**src/rtl/wall_map_receiver.sv**
```systemverilog
// Wall-map receiver: synchronised SoC PIO writes, hardware clear sweep and a registered renderer read port.
// Optional WALL_MAP_ECHO_EN adds echo_data, a second registered read port addressed by walls_addr.
module wall_map_receiver #(
    parameter int unsigned       ADDR_W      = 8,
    parameter int unsigned       DATA_W      = 8,
    parameter int unsigned       SYNC_STAGES = 2,
    parameter logic [DATA_W-1:0] CLEAR_VAL   = '0
) (
    input  logic              Clk,
    input  logic              Reset,
    input  logic [ADDR_W-1:0] walls_addr,
    input  logic [DATA_W-1:0] walls_data,
    input  logic              walls_we,
    input  logic              clear_req,
    input  logic [ADDR_W-1:0] rd_addr,
    output logic [DATA_W-1:0] rd_data,
    output logic              busy,
    output logic              screen_reset
`ifdef WALL_MAP_ECHO_EN
    ,
    output logic [DATA_W-1:0] echo_data
`endif
);

    localparam int unsigned       DEPTH    = 2 ** ADDR_W;
    localparam logic [ADDR_W-1:0] PTR_LAST = '1;

    typedef enum logic [1:0] {IDLE, WRITE, CLEAR, DONE} state_t;

    state_t                 state;
    logic [DATA_W-1:0]      mem [DEPTH];
    logic [SYNC_STAGES-1:0] we_sync;
    logic                   we_prev;
    logic                   pending;
    logic [ADDR_W-1:0]      paddr;
    logic [DATA_W-1:0]      pdata;
    logic [ADDR_W-1:0]      clr_ptr;
    logic                   clr_pend;

    logic                   we_edge_c;
    logic                   go_clear_c;
    logic                   go_write_c;
    logic                   mem_we_c;
    logic [ADDR_W-1:0]      mem_wa_c;
    logic [DATA_W-1:0]      mem_wd_c;

    assign we_edge_c  = we_sync[SYNC_STAGES-1] & ~we_prev;
    assign go_clear_c = (state == IDLE) & (clear_req | clr_pend);
    // A write edge seen in IDLE is captured and serviced on the very next cycle.
    assign go_write_c = (state == IDLE) & ~go_clear_c & (pending | we_edge_c);

    assign mem_we_c = (state == WRITE) | (state == CLEAR);
    assign mem_wa_c = (state == CLEAR) ? clr_ptr : paddr;
    assign mem_wd_c = (state == CLEAR) ? CLEAR_VAL : pdata;

    // Strobe synchroniser and rising-edge history.
    always_ff @(posedge Clk or posedge Reset) begin
        if (Reset) begin
            we_sync <= '0;
            we_prev <= 1'b0;
        end else begin
            we_sync <= {we_sync[SYNC_STAGES-2:0], walls_we};
            we_prev <= we_sync[SYNC_STAGES-1];
        end
    end

    // Single-entry pending buffer; a newer edge overwrites an unserviced write.
    always_ff @(posedge Clk or posedge Reset) begin
        if (Reset) begin
            pending <= 1'b0;
            paddr   <= '0;
            pdata   <= '0;
        end else if (we_edge_c) begin
            pending <= 1'b1;
            paddr   <= walls_addr;
            pdata   <= walls_data;
        end else if (state == WRITE) begin
            pending <= 1'b0;
        end
    end

    // Control FSM; busy and screen_reset are registered from the next-state view.
    always_ff @(posedge Clk or posedge Reset) begin
        if (Reset) begin
            state        <= IDLE;
            clr_ptr      <= '0;
            clr_pend     <= 1'b0;
            busy         <= 1'b0;
            screen_reset <= 1'b0;
        end else begin
            busy         <= (state == CLEAR) | go_clear_c | go_write_c | we_edge_c
                            | (pending & (state != WRITE));
            screen_reset <= go_clear_c | ((state == CLEAR) & (clr_ptr != PTR_LAST));
            case (state)
                IDLE: begin
                    if (go_clear_c) begin
                        state    <= CLEAR;
                        clr_ptr  <= '0;
                        clr_pend <= 1'b0;
                    end else if (go_write_c) begin
                        state <= WRITE;
                    end
                end
                WRITE: begin
                    state <= IDLE;
                    if (clear_req) clr_pend <= 1'b1;
                end
                CLEAR: begin
                    clr_ptr <= clr_ptr + ADDR_W'(1);
                    if (clr_ptr == PTR_LAST) state <= DONE;
                end
                DONE: begin
                    state <= IDLE;
                    if (clear_req) clr_pend <= 1'b1;
                end
                default: state <= IDLE;
            endcase
        end
    end

    // Single write port shared by the write path and the clear sweep.
    always_ff @(posedge Clk) begin
        if (mem_we_c) mem[mem_wa_c] <= mem_wd_c;
    end

    // Renderer port masks the half-cleared map for the whole sweep.
    always_ff @(posedge Clk or posedge Reset) begin
        if (Reset) begin
            rd_data <= '0;
        end else if ((state == CLEAR) | go_clear_c) begin
            rd_data <= CLEAR_VAL;
        end else begin
            rd_data <= mem[rd_addr];
        end
    end

`ifdef WALL_MAP_ECHO_EN
    always_ff @(posedge Clk or posedge Reset) begin
        if (Reset) echo_data <= '0;
        else       echo_data <= mem[walls_addr];
    end
`endif

endmodule

```
**config.mk**
```make
export PLATFORM = sky130hd
export DESIGN_NAME = wall_map_receiver
export DESIGN_NICKNAME = d
export VERILOG_FILES = /design/src/rtl/wall_map_receiver.sv
export SDC_FILE = /design/constraint.sdc
export NUM_CORES = 2
export LEC_CHECK = 0
export BUFFER_PORTS_ARGS = -buffer_cell sky130_fd_sc_hd__buf_2
export CAP_MARGIN = 20
export CORE_MARGIN = 3
export CORE_UTILIZATION = 55
export CTS_CLUSTER_SIZE = 28
export DETAILED_ROUTE_END_ITERATION = 10
export GPL_TIMING_DRIVEN = 0
export PLACE_DENSITY_LB_ADDON = 0.05
export SLEW_MARGIN = 20
export SYNTH_ARGS = -nofsm -noshare
export SYNTH_HDL_FRONTEND = slang
export SYNTH_SLANG_ARGS = --single-unit
```
**constraint.sdc**
```tcl
create_clock -name Clk -period 24.5 [get_ports Clk]
set_clock_uncertainty 0.15 [all_clocks]
set_input_delay 4.9 -clock Clk [delete_from_list [all_inputs] [get_ports Clk]]
set_output_delay 4.9 -clock Clk [all_outputs]
set_load 0.05 [all_outputs]
```
==> qor.txt <==
Status - completed
Synth-to-layout area growth - 14.2%
DR iter-0 viols - 9244
Area leader, netlist - edfxtp_1
CTS H-tree depth - 4
Share of Yosys cell area claimed by the top area cell type - 74.5%
Site Rows - 141
CTS max path bufs - 3
Primary FF master, synth - edfxtp_1
Number of synthesized flops with an enable pin - 2048
Worst reg2reg startpoint - state[0]$_DFFE_PP0P_
Vias - 48.8k
Clock sink count - 2089
Full die area - 155000 sq um
Endpoint type of the worst setup path - flop
Starting Density - 55.7%
Clock Root Buffer - clkbuf_16
Post-CTS setup buffer count - 0
Syn avg cell area - 19.5 sq um
WL final - 313000 um
Worst EP required - 25030 ps
Number of global-route vias before repair - 45.5k
Fraction of layout cells with a size suffix above 1 - 21.2%
Final ANT Viol Nets - 0
Residual DRC count - 0
Core box area - 148000 sq um
FF-to-FF path depth - 9
CTS Buf Count - 208
Avg WL per Cell - 46.4 um
Ys async rst share - 1.96%
Die extent in x - 393 um
R2R Setup Slk - 19300 ps
Hold/Removal Path Class - flop to flop
Dpl hpwl - 222000 um
Gates resized, CTS repair - 0
Pwr per Cell Area - 78.1 nW/um^2
P_leak - 25.2 nW
PortBufs - 36
I/O pin cnt - 38
Slew headroom - 7.21%
Hold Fails Final Rpt - 0
Worst Setup EP - rd_data[3]$_DFF_PP0_
Setup TNS Final - 0 ps
Critical Path AT - 9950 ps
Die H - 393 um
Startpoint types - primary input
Gr ovfl total - 0
Syn. warnings - 0
Vias per inst - 7.23
Clock period minus worst slack - 9430 ps
Cell area after synthesis - 82600 sq um
Max_cap viols - 0
Reg-to-Reg End - mem[181][7]$_DFFE_PP_
Placer Congestion - 1.07
Fin. max-slew vios - 0
Crit path from - rd_addr[4]
# setup viols final - 0
RSZ-0062 raised after global routing - no
Finished layout cell area - 94300 sq um
Seq cells post-synth - 2089
Synth top cells by count - edfxtp_1, mux4_2, nor2_1, mux2i_1, nand2_1
Initial antenna violation count - 21
Placed cell area - 87500 sq um
Total GRT Usage - 40.5%
DRT Pass-1 Iters - 10
# hold bufs at CTS - 0
CP Class - primary input to flop
Slew @ Worst Pin - 1380 ps
Clk slew on worst S/H paths - 60 ps
CTS tree - built
Final Cycle Share - 38.5%
Final #Nets - 4601
Largest net degree at the start of global routing - 39
Yosys cell types - 76
Post-synthesis net count - 4265
Clock latency on the worst-skew pair - 870 ps
Synth top area cells - edfxtp_1, mux4_2, mux2i_1
Synth Instances - 4231
Most common cell in the netlist - edfxtp_1
Fmax - 106 MHz
Post-synthesis sequential area ratio - 75.7%
Max IR drop VDD - 0.0638 mV
First-pass GRT wire length - 412000 um
Critical Path Fanout Max - 10
Hold path depth - 0
## layout make-up
type                            count  area [sq um]
Multi-Input combinational cell   1867         18300
Sequential cell                  2089         62500
Clock buffer                      256          5520
Antenna cell                       10          25.0
Inverter                           14          52.6
Tap cell                         2002          2500
Clock inverter                    126          1160
Buffer                            261          1910
Timing Repair Buffer              126          2280
Fill cell                       10300         54100
## layer usage
metal | GRT usage [%] | wire, um | up-vias
li1 | - | - | 18200
met1 | 55.2 | 113000 | 25400
met2 | 54.5 | 129000 | 4316
met3 | 17.9 | 50100 | 898
met4 | 22.4 | 21500 | 12
met5 | 0.595 | 143 | -
## cell families after synthesis
kind of cell	synth area share (%)
AO/OA/AOI/OAI	3.97
XOR/XNOR	0.0424
adder cells (fa/ha/maj)	0.0909
buffers and inverters	2.31
flip-flops	75.7
multiplexers	13.9
AND/OR/NAND/NOR	3.96
## power by group
group	internal, W	leakage, nW	switching (W)
clock network	0.00181	3.26	0.00138
logic	0.0000784	7.35	0.000234
registers	0.00387	14.6	0.00000311
total	0.00575	25.2	0.00162
## per-stage QoR
stage / setup WS, ps / hold slack, ps / instances / utilization (%) / total power [W]
2_1_floorplan: 15540 / 181 / 4231 / - / 0.00408
3_3_place_gp: 6000 / 199 / 6269 / 57.5 / 0.00423
3_5_place_dp: 14880 / 186 / 6358 / 59.0 / 0.00424
4_1_cts: 15760 / 214 / 6740 / 63.5 / 0.00734
5_1_grt: 15510 / 228 / 6741 / 63.5 / 0.00750
6_report: 15070 / 214 / 6751 / 63.5 / 0.00737
## cells in the final DEF, fill, tap and decap left out, types with 13 or more instances in the layout
master     instances
a21oi_1           65
nor3_1            66
clkbuf_2          37
o22ai_1           72
dfrtp_1           41
mux2_2            24
nand2_1          106
a22oi_1           36
and2_1            21
o221ai_1          81
mux4_1            25
clkbuf_1         107
clkbuf_16        213
o211ai_1          16
o21ai_0           68
nand4_1           22
clkinv_1          59
buf_12            53
or3_1             31
edfxtp_1        2048
nand3_1           49
a211oi_1          20
mux4_2           330
nor2_1           324
buf_2             93
buf_8             13
nor4_1            27
buf_6             41
buf_16            48
bufinv_16         20
clkinv_2          32
mux2i_1          313
buf_4             30
## worst min-delay path by stage
stage / slack [ps] / end / start
final: 210 / we_sync[1]$_DFF_PP0_ / we_sync[0]$_DFF_PP0_
after global routing: 230 / we_sync[1]$_DFF_PP0_ / we_sync[0]$_DFF_PP0_
after CTS: 210 / we_sync[1]$_DFF_PP0_ / we_sync[0]$_DFF_PP0_
after detailed placement: 190 / we_sync[1]$_DFF_PP0_ / we_sync[0]$_DFF_PP0_
after global placement: 200 / we_sync[1]$_DFF_PP0_ / we_sync[0]$_DFF_PP0_
after floorplan: 180 / we_sync[1]$_DFF_PP0_ / we_sync[0]$_DFF_PP0_
## flip-flops by register name (all words and copies together) (netlist names)
register / count
mem: 2048
we_sync: 2
state: 2
pdata: 8
paddr: 8
clr_pend: 1
we_prev: 1
clr_ptr: 8
busy: 1
pending: 1
screen_reset: 1
rd_data: 8
## critical path: stages
cell      delay, ps
buf_2           120
buf_4           390
buf_4           460
buf_2           620
clkbuf_1        930
o21ai_1         160
a311oi_1       1130
nand4_1         510
o22ai_1         680
(Power assumes the default switching activity.)
